## config.mk

```make
export PLATFORM = sky130hd
export DESIGN_NAME = mem_access_unit
export DESIGN_NICKNAME = d
export VERILOG_FILES = /design/src/rtl/mem_access_unit.sv
export SDC_FILE = /design/constraint.sdc
export NUM_CORES = 1
export LEC_CHECK = 0
export CORE_ASPECT_RATIO = 1.1
export CORE_MARGIN = 1.5
export CORE_UTILIZATION = 30
export CTS_CLUSTER_DIAMETER = 40
export DETAILED_ROUTE_END_ITERATION = 10
export GPL_ROUTABILITY_DRIVEN = 0
export PLACE_DENSITY = 0.62
export SLEW_MARGIN = 20
export SYNTH_ARGS = -nofsm -noshare
export SYNTH_HDL_FRONTEND = slang
export SYNTH_SLANG_ARGS = --single-unit
```

## constraint.sdc

```tcl
create_clock -name clk -period 3.6 [get_ports clk]
set_input_delay 0.72 -clock clk [delete_from_list [all_inputs] [get_ports clk]]
set_output_delay 0.72 -clock clk [all_outputs]
set_load 0.05 [all_outputs]
```

## src/rtl/mem_access_unit.sv

```systemverilog
// mem_access_unit: M-stage load/store engine. Validates the access in IDLE,
// drives a held bus request until the responder acknowledges, then presents
// the extended load data (DONE) or a one-cycle address exception (EXC).
module mem_access_unit (
  input  logic        clk,
  input  logic        reset,
  input  logic        valid_M,
  input  logic [3:0]  op_M,
  input  logic [31:0] AO_M,
  input  logic [31:0] V2_M,
  input  logic        isExc_M,
  input  logic        isOverflow_M,
  output logic        bus_req,
  output logic        bus_we,
  output logic [31:0] bus_addr,
  output logic [31:0] bus_wdata,
  output logic [3:0]  bus_byteen,
  input  logic        bus_ack,
  input  logic [31:0] bus_rdata,
  output logic        stall,
  output logic [31:0] rdata_W,
  output logic        done,
  output logic        isExc,
  output logic [4:0]  excCode
);

  localparam logic [3:0] OP_LW  = 4'd1;
  localparam logic [3:0] OP_LH  = 4'd2;
  localparam logic [3:0] OP_LHU = 4'd3;
  localparam logic [3:0] OP_LB  = 4'd4;
  localparam logic [3:0] OP_LBU = 4'd5;
  localparam logic [3:0] OP_SW  = 4'd6;
  localparam logic [3:0] OP_SH  = 4'd7;
  localparam logic [3:0] OP_SB  = 4'd8;

  localparam logic [1:0] S_IDLE = 2'd0;
  localparam logic [1:0] S_REQ  = 2'd1;
  localparam logic [1:0] S_DONE = 2'd2;
  localparam logic [1:0] S_EXC  = 2'd3;

  logic [1:0] state;
  logic [3:0] op_p1;
  logic [1:0] lane_p1;
  logic       is_load_p0;
  logic       is_store_p0;
  logic       req_p0;
  logic       fault_p0;

  // Address legality: alignment, overflow, memory map and device restrictions
  // (devices are word-only; the last word of each device window is read-only).
  function automatic logic addr_fault(input logic [3:0] op, input logic [31:0] ao,
                                      input logic ovf);
    logic word_acc, half_acc, store_acc, in_ram, in_dev, dev_ro;
    word_acc  = (op == OP_LW) || (op == OP_SW);
    half_acc  = (op == OP_LH) || (op == OP_LHU) || (op == OP_SH);
    store_acc = (op == OP_SW) || (op == OP_SH) || (op == OP_SB);
    in_ram    = (ao <= 32'h0000_2FFF);
    in_dev    = ((ao >= 32'h0000_7F00) && (ao <= 32'h0000_7F0B)) ||
                ((ao >= 32'h0000_7F10) && (ao <= 32'h0000_7F1B));
    dev_ro    = ((ao >= 32'h0000_7F08) && (ao <= 32'h0000_7F0B)) ||
                ((ao >= 32'h0000_7F18) && (ao <= 32'h0000_7F1B));
    addr_fault = ovf || (word_acc && (ao[1:0] != 2'b00)) || (half_acc && ao[0]) ||
                 !(in_ram || in_dev) || (in_dev && !word_acc) || (store_acc && dev_ro);
  endfunction

  function automatic logic [3:0] byteen_f(input logic [3:0] op, input logic [1:0] lo);
    case (op)
      OP_SH:   byteen_f = 4'b0011 << lo;
      OP_SB:   byteen_f = 4'b0001 << lo;
      default: byteen_f = 4'b1111;
    endcase
  endfunction

  function automatic logic [31:0] wdata_f(input logic [3:0] op, input logic [31:0] v2);
    case (op)
      OP_SH:   wdata_f = {2{v2[15:0]}};
      OP_SB:   wdata_f = {4{v2[7:0]}};
      default: wdata_f = v2;
    endcase
  endfunction

  function automatic logic [31:0] load_extend(input logic [3:0] op, input logic [1:0] lo,
                                              input logic [31:0] word);
    logic [15:0] half;
    logic [7:0]  byte_v;
    half = lo[1] ? word[31:16] : word[15:0];
    case (lo)
      2'd0:    byte_v = word[7:0];
      2'd1:    byte_v = word[15:8];
      2'd2:    byte_v = word[23:16];
      default: byte_v = word[31:24];
    endcase
    case (op)
      OP_LH:   load_extend = {{16{half[15]}}, half};
      OP_LHU:  load_extend = {16'h0000, half};
      OP_LB:   load_extend = {{24{byte_v[7]}}, byte_v};
      OP_LBU:  load_extend = {24'h000000, byte_v};
      default: load_extend = word;
    endcase
  endfunction

  // Stage p0: decode and check the M-stage instruction as it arrives
  assign is_load_p0  = (op_M >= OP_LW) && (op_M <= OP_LBU);
  assign is_store_p0 = (op_M >= OP_SW) && (op_M <= OP_SB);
  assign req_p0      = valid_M && (is_load_p0 || is_store_p0) && !isExc_M;
  assign fault_p0    = addr_fault(op_M, AO_M, isOverflow_M);

  assign bus_req = (state == S_REQ);
  assign done    = (state == S_DONE);
  assign isExc   = (state == S_EXC);
  assign stall   = ((state == S_IDLE) && req_p0) || (state == S_REQ);

  // Stage p1: FSM plus latched access; bus outputs come straight from these registers
  always_ff @(posedge clk) begin
    if (reset) begin
      state      <= S_IDLE;
      op_p1      <= 4'd0;
      lane_p1    <= 2'd0;
      bus_we     <= 1'b0;
      bus_addr   <= 32'd0;
      bus_wdata  <= 32'd0;
      bus_byteen <= 4'b0000;
      rdata_W    <= 32'd0;
      excCode    <= 5'd0;
    end else begin
      case (state)
        S_IDLE: begin
          if (req_p0) begin
            if (fault_p0) begin
              state   <= S_EXC;
              excCode <= is_store_p0 ? 5'd5 : 5'd4;
            end else begin
              state      <= S_REQ;
              op_p1      <= op_M;
              lane_p1    <= AO_M[1:0];
              bus_we     <= is_store_p0;
              bus_addr   <= {AO_M[31:2], 2'b00};
              bus_wdata  <= wdata_f(op_M, V2_M);
              bus_byteen <= byteen_f(op_M, AO_M[1:0]);
            end
          end
        end
        S_REQ: begin
          if (bus_ack) begin
            state <= S_DONE;
            if (!bus_we) rdata_W <= load_extend(op_p1, lane_p1, bus_rdata);
          end
        end
        default: state <= S_IDLE;
      endcase
    end
  end

endmodule

```

==> results of run 1 <==
-- cell usage after synthesis, types with 2 or more instances --
library cell and n:
sky130_fd_sc_hd__nand2_1 23, sky130_fd_sc_hd__nor3_1 34, sky130_fd_sc_hd__a21oi_1 31, sky130_fd_sc_hd__buf_8 2, sky130_fd_sc_hd__a221o_1 7, sky130_fd_sc_hd__nor2_1 97, sky130_fd_sc_hd__nand3_1 3, sky130_fd_sc_hd__inv_1 5
sky130_fd_sc_hd__a311oi_1 16, sky130_fd_sc_hd__nor2b_1 3, sky130_fd_sc_hd__mux4_2 8, sky130_fd_sc_hd__nand2b_1 16, sky130_fd_sc_hd__nand4_1 2, sky130_fd_sc_hd__and3_1 2, sky130_fd_sc_hd__and2_1 19, sky130_fd_sc_hd__buf_6 4
sky130_fd_sc_hd__a211oi_2 4, sky130_fd_sc_hd__a211oi_1 3, sky130_fd_sc_hd__buf_4 6, sky130_fd_sc_hd__o21ai_0 9, sky130_fd_sc_hd__a311oi_2 8, sky130_fd_sc_hd__dfxtp_1 109, sky130_fd_sc_hd__mux2i_1 28, sky130_fd_sc_hd__a22oi_1 11
sky130_fd_sc_hd__buf_2 7, sky130_fd_sc_hd__a221oi_1 9, sky130_fd_sc_hd__clkbuf_1 25, sky130_fd_sc_hd__nor4_1 6, sky130_fd_sc_hd__nand3b_1 2
-- worst min-delay path by stage --
| stage | from | to | depth (start not counted) |
|---|---|---|---|
| after detailed placement | bus_addr[19] | bus_addr[19] | 1 |
| after floorplan | state[1] | state[1] | 1 |
| after CTS | bus_addr[24] | bus_addr[24] | 1 |
| after global placement | excCode[2] | excCode[2] | 2 |
| final | bus_addr[24] | bus_addr[24] | 1 |
| after global routing | bus_addr[19] | bus_addr[19] | 1 |
-- metal layers --
| layer | GRT usage [%] | routed length [um] | vias to the layer above |
|---|---|---|---|
| li1 | - | - | 2251 |
| met1 | 21.6 | 6300 | 2208 |
| met2 | 29.5 | 7280 | 206 |
| met3 | 4.91 | 1500 | 19 |
| met4 | 7.83 | 332 | 0 |
| met5 | 0 | 0 | - |
-- power by group --
part	internal [uW]	switching (uW)	total (uW)
Combinational	159	174	333
Clock	565	461	1030
Sequential	1220	6.71	1220
-- sequential cells by signal, indices dropped and copies added (netlist names) --
register and cells:
bus_wdata 32, rdata_W 32, bus_addr 30, bus_byteen 4, op_p1 4, excCode 2
lane_p1 2, state 2, bus_we 1
-- through the flow --
step                      total power (uW)  utilization (%)  instances  worst slack [ns]
after floorplan                       1390                -        525             0.995
after global placement                1580             44.8        900             0.449
after detailed placement              1580             44.8        900             0.388
after CTS                             2610             46.8        916             0.608
after global routing                  2680             46.8        916             0.481
final                                 2580             46.8        916             0.606
-- cell usage in the layout (no fill, tap or decap), types with 11 or more instances in the layout --
cell type                         count
sky130_fd_sc_hd__a21oi_1             31
sky130_fd_sc_hd__nand2_1             23
sky130_fd_sc_hd__nor2_1              97
sky130_fd_sc_hd__mux2i_1             28
sky130_fd_sc_hd__a22oi_1             11
sky130_fd_sc_hd__and2_1              19
sky130_fd_sc_hd__clkdlybuf4s50_1    208
sky130_fd_sc_hd__nand2b_1            16
sky130_fd_sc_hd__nor3_1              34
sky130_fd_sc_hd__a311oi_1            16
sky130_fd_sc_hd__dfxtp_1            109
-- logic make-up (layout without fill, tap and decap cells) --
logic type | Yosys count | count (layout) | share of synthesized area, %
simple gates | 217 | 217 | 21.8
buf+inv | 49 | 240 | 5.53
flops | 109 | 109 | 45.1
other cells | 1 | 5 | 0.0774
compound gates | 108 | 108 | 17.8
mux | 37 | 37 | 9.74
-- cell type report --
type	count	area, um2
Multi-Input combinational cell	367	2410
Inverter	5	18.8
Sequential cell	109	2180
Tap cell	200	250
Timing Repair Buffer	219	2190
Fill cell	1506	8380
Clock buffer	10	239
Clock inverter	6	71.3
-- worst reg2reg max path, delay by kind of cell (launching register included) --
kind | cells | cell delay, ns
mux | 1 | 0.58
compound gates | 2 | 0.33
flops | 1 | 0.65
simple gates | 3 | 0.67
==> flow_metrics.env, run 1 <==
export IMPL_max_slew_margin_pct=40.4
export IMPL_synth_seq_area_share_pct=45.1
export IMPL_area_share_of_the_leading_cell_type_in_the_synthesized_netlist_pct=45.1
export IMPL_cts_max_level=3
export IMPL_antenna_violations_before_repair=0
export IMPL_ffs_latches_synth=109
export IMPL_power_per_cell_area_nw_per_um2=351
export IMPL_grt_total_usage_pct=17.9
export IMPL_crit_start="op_M[0]"
export IMPL_final_min_period_over_clock_period_pct=83.2
export IMPL_drt_pre_antenna_iters=5
export IMPL_postSynth_topFlopCell="sky130_fd_sc_hd__dfxtp_1"
export IMPL_ant_nets=0
export IMPL_r2r_end="rdata_W[29]"
export IMPL_dieWidth_um=124
export IMPL_wl_per_cell_um=16.8
export IMPL_via_count_of_the_first_global_routing_pass=4597
export IMPL_synth_cells=521
export IMPL_worst_setup_path_type="in2out"
export IMPL_design_die_area_um2=16900
export IMPL_cts_buffers_inserted=9
export IMPL_critPathArrivalTime_ns=2.27
export IMPL_power_ir_vdd_worst_mv=0.196
export IMPL_worst_path_buf_inv=3
export IMPL_hold_viol_final=0
export IMPL_worst_endpoint_required_ns=2.88
export IMPL_worst_setup_path_endpoint="stall"
export IMPL_layout_drive_gt1_share_pct=8.38
export IMPL_floorplan_core_area_um2=15700
export IMPL_cts_resized_gates=0
export IMPL_postLayoutCellArea_um2=7360
export IMPL_via_per_inst=5.11
export IMPL_wire_length_of_the_first_global_routing_pass_um=23200
export IMPL_clk_root_buffer_cell="sky130_fd_sc_hd__clkbuf_16"
export IMPL_path_depth=8
export IMPL_cts_buffer_depth=2
export IMPL_rr_startpoint="lane_p1[0]"
export IMPL_final_setup_viol_count=0
export IMPL_synth_edff_count=0
export IMPL_timing_critical_path_cells="clkdlybuf4s50_1, nor3_1, and2_1, o211ai_1, inv_1, nand2_1, nand2b_1, buf_12"
export IMPL_hold_path_class="reg2reg"
export IMPL_static_leakage_power_uw=0.00249
export IMPL_antenna_cells_inserted=0
export IMPL_drc_errors=0
export IMPL_total_neg_setup_slack_ns=0
export IMPL_unrepaired_setup_endpoints_after_global_routing="no"
export IMPL_die_height_um=136
export IMPL_top_level_ports=216
export IMPL_cts_num_sinks=109
export IMPL_fin_nets=817
export IMPL_synthesis_area_per_instance_um2=9.29
export IMPL_worst_path_max_fanout=6
export IMPL_max_cap_violations=0
export IMPL_num_vias=4684
export IMPL_post_cts_setup_buffer_count=0
export IMPL_reg2reg_slack_ns=1.22
export IMPL_ff2ff_path_depth=6
export IMPL_ys_types=51
export IMPL_run_status="completed"
export IMPL_maximum_number_of_pins_on_one_net_before_global_route_repair=78
export IMPL_ys_top_cells_by_area="sky130_fd_sc_hd__dfxtp_1 45%, sky130_fd_sc_hd__nor2_1 7.5%, sky130_fd_sc_hd__mux2i_1 5.8%, sky130_fd_sc_hd__mux4_2 3.7%, sky130_fd_sc_hd__nor3_1 3.5%"
export IMPL_worstSetupStartpointType="primary input"
export IMPL_grt_remaining_overflow=0
export IMPL_post_syn_area_um2=4840
export IMPL_wl_um=15400
export IMPL_worst_pin_slew_ns=0.895
export IMPL_cp_slowest_cell="sky130_fd_sc_hd__clkdlybuf4s50_1"
export IMPL_fin_worst_skew_ns=0.00311
export IMPL_timing_critical_path_slowest_cell_delay_ns=0.49
export IMPL_syn2layout_area_growth_pct=52.0
export IMPL_postSynth_asyncResetShare_pct=0
export IMPL_cts_tree="done"
export IMPL_timing_max_transition_violations_final=0
export IMPL_placement_rows=48
export IMPL_clock_latency_ns=0.35
export IMPL_ctsHoldBuffers=0
export IMPL_final_period_minus_worst_setup_slack_ns=2.99
export IMPL_fin_worst_hold_slack_ns=0.459
export IMPL_post_dp_cell_area_um2=7050
export IMPL_crit_family="buffers and inverters"
export IMPL_clock_transition_time_at_the_flip_flop_clock_pins_of_the_worst_setup_and_hold_paths_ns=0.07
export IMPL_starting_density_of_the_core_pct=30.8
export IMPL_worst_setup_path_end_kind="output pin"
export IMPL_initialDrtViolationCount=251
export IMPL_dpl_hpwl_um=11300
export IMPL_yosysWarnings=0
export IMPL_number_of_port_buffers=210
export IMPL_timing_fmax_mhz=334
export IMPL_synth_largest_area_cell="sky130_fd_sc_hd__dfxtp_1"
Note: power is estimated with default switching activity, not from simulation.
==> run 2: changes to the inputs <==
clock period = 3 ns   (was 3.6 ns; I/O delays follow)
==> flow_metrics.env, run 2 (same netlist as run 1, synthesis figures left out) <==
export IMPL_run_status="completed"
export IMPL_via_per_inst=5.10
export IMPL_worst_setup_path_end_kind="output pin"
export IMPL_drt_pre_antenna_iters=6
export IMPL_wl_per_cell_um=16.8
export IMPL_cts_tree="done"
export IMPL_worst_path_max_fanout=5
export IMPL_worst_pin_slew_ns=0.807
export IMPL_grt_total_usage_pct=18.1
export IMPL_worst_hold_path_endpoint="bus_addr[23]"
export IMPL_wl_um=15700
export IMPL_cts_buffer_depth=2
export IMPL_layout_drive_gt1_share_pct=10.4
export IMPL_clk_root_buffer_cell="sky130_fd_sc_hd__clkbuf_16"
export IMPL_final_core_area_utilization_pct=47.6
export IMPL_layout_setup_ws_ns=0.189
export IMPL_timing_max_transition_violations_final=0
export IMPL_worst_endpoint_required_ns=2.40
export IMPL_timing_fmax_mhz=356
export IMPL_antenna_cells_inserted=0
export IMPL_cts_num_sinks=109
export IMPL_ff2ff_path_depth=7
export IMPL_rr_startpoint="op_p1[1]"
export IMPL_dpl_hpwl_um=11800
export IMPL_max_slew_margin_pct=46.2
export IMPL_clock_latency_ns=0.34
export IMPL_power_per_cell_area_nw_per_um2=417
export IMPL_dp_cells=917
export IMPL_total_power_draw_uw=3120
export IMPL_syn2layout_area_growth_pct=54.6
export IMPL_fin_nets=834
export IMPL_hold_path_depth=1
export IMPL_number_of_port_buffers=210
export IMPL_ant_nets=0
export IMPL_initialDrtViolationCount=289
export IMPL_starting_density_of_the_core_pct=30.8
export IMPL_top_level_ports=216
export IMPL_most_common_cell_after_layout_fill_and_taps_aside="sky130_fd_sc_hd__clkdlybuf4s50_1"
export IMPL_biggest_registers_after_layout="bus_wdata x32, rdata_W x32, bus_addr x30"
export IMPL_drc_errors=0
export IMPL_final_setup_viol_count=0
export IMPL_fin_worst_skew_ns=0.00693
export IMPL_unrepaired_setup_endpoints_after_global_routing="no"
export IMPL_placement_rows=48
export IMPL_dieWidth_um=124
export IMPL_maximum_number_of_pins_on_one_net_before_global_route_repair=69
export IMPL_timing_critical_path_cells="clkdlybuf4s50_1, buf_4, nor3_2, and2_2, o211ai_1, inv_1, nand2_1, nand2b_1, buf_12"
export IMPL_power_ir_vdd_worst_mv=0.271
export IMPL_ctsHoldBuffers=0
export IMPL_max_cap_violations=0
export IMPL_die_height_um=136
export IMPL_timing_critical_path_slowest_cell_delay_ns=0.56
export IMPL_r2r_end="rdata_W[18]"
export IMPL_final_min_period_over_clock_period_pct=93.7
export IMPL_reg2reg_slack_ns=0.79
export IMPL_via_count_of_the_first_global_routing_pass=4535
export IMPL_grt_remaining_overflow=0
export IMPL_cts_max_level=3
export IMPL_placement_setup_worst_slack_ns=-0.107
export IMPL_final_period_minus_worst_setup_slack_ns=2.81
export IMPL_static_leakage_power_uw=0.00257
export IMPL_floorplan_core_area_um2=15700
export IMPL_clock_transition_time_at_the_flip_flop_clock_pins_of_the_worst_setup_and_hold_paths_ns=0.07
export IMPL_hold_viol_final=0
export IMPL_wire_length_of_the_first_global_routing_pass_um=23700
export IMPL_critPathArrivalTime_ns=2.21
export IMPL_design_die_area_um2=16900
export IMPL_worstSetupStartpointType="primary input"
export IMPL_cp_slowest_cell="sky130_fd_sc_hd__clkdlybuf4s50_1"
export IMPL_stdcell_count=931
export IMPL_hold_path_startpoint="bus_addr[23]"
export IMPL_hold_path_class="reg2reg"
export IMPL_worst_setup_path_type="in2out"
export IMPL_antenna_violations_before_repair=0
export IMPL_final_cell_mix="208 x sky130_fd_sc_hd__clkdlybuf4s50_1, 109 x sky130_fd_sc_hd__dfxtp_1, 97 x sky130_fd_sc_hd__nor2_1, 33 x sky130_fd_sc_hd__nor3_1, 31 x sky130_fd_sc_hd__a21oi_1"
export IMPL_num_vias=4751
export IMPL_cts_buffers_inserted=9
export IMPL_fin_worst_hold_slack_ns=0.464
run 2: critical path: cells and delay by family:
| kind | cells | cell delay [ns] |
|---|---|---|
| compound gates | 1 | 0.16 |
| buf+inv | 4 | 0.98 |
| simple gates | 4 | 0.48 |
run 2: final cells by class:
type                       count  area (um2)
fill                        1496        8250
multi-input combinational    367        2410
timing repair buffer         236        2320
sequential                   109        2180
tap                          200         250
clock buffer                  10         229
clock inverter                 4        73.8
inverter                       5        18.8
run 2: how the worst max path moves through the flow:
stage	start	to	slack [ns]	cells after the start
after floorplan	state[0]	rdata_W[26]	0.40	9
after global placement	AO_M[5]	bus_addr[16]	0.005	9
after detailed placement	AO_M[1]	bus_wdata[27]	-0.11	9
after CTS	op_M[2]	stall	0.07	9
after global routing	AO_M[18]	bus_wdata[26]	0.08	9
final	op_M[2]	stall	0.19	9
run 2: through the flow:
stage	setup TNS (ns)	cell area (um2)
after global placement	0	7180
after CTS	0	7480
after global routing	0	7480
final	0	7480
after floorplan	0	4860
after detailed placement	-4.08	7180
run 2: layer usage:
layer	GRT usage, %	vias to the layer above	wire length, um
li1	-	2276	-
met1	21.9	2250	6490
met2	29.8	204	7400
met3	6.71	21	1530
met4	5.56	0	272
met5	0	-	0
run 2: power breakdown:
group	leakage [uW]	switching [uW]	total, uW	internal, uW
Sequential	0.000879	8.17	1470	1460
Combinational	0.00154	210	412	201
Clock	0.000149	520	1240	725
Total	0.00257	738	3120	2390
run 2: repair_timing:
item | CTS | global route
resized for setup | 0 | 2
setup endpoints to repair | 0 | 1
buffers inserted | 0 | 0
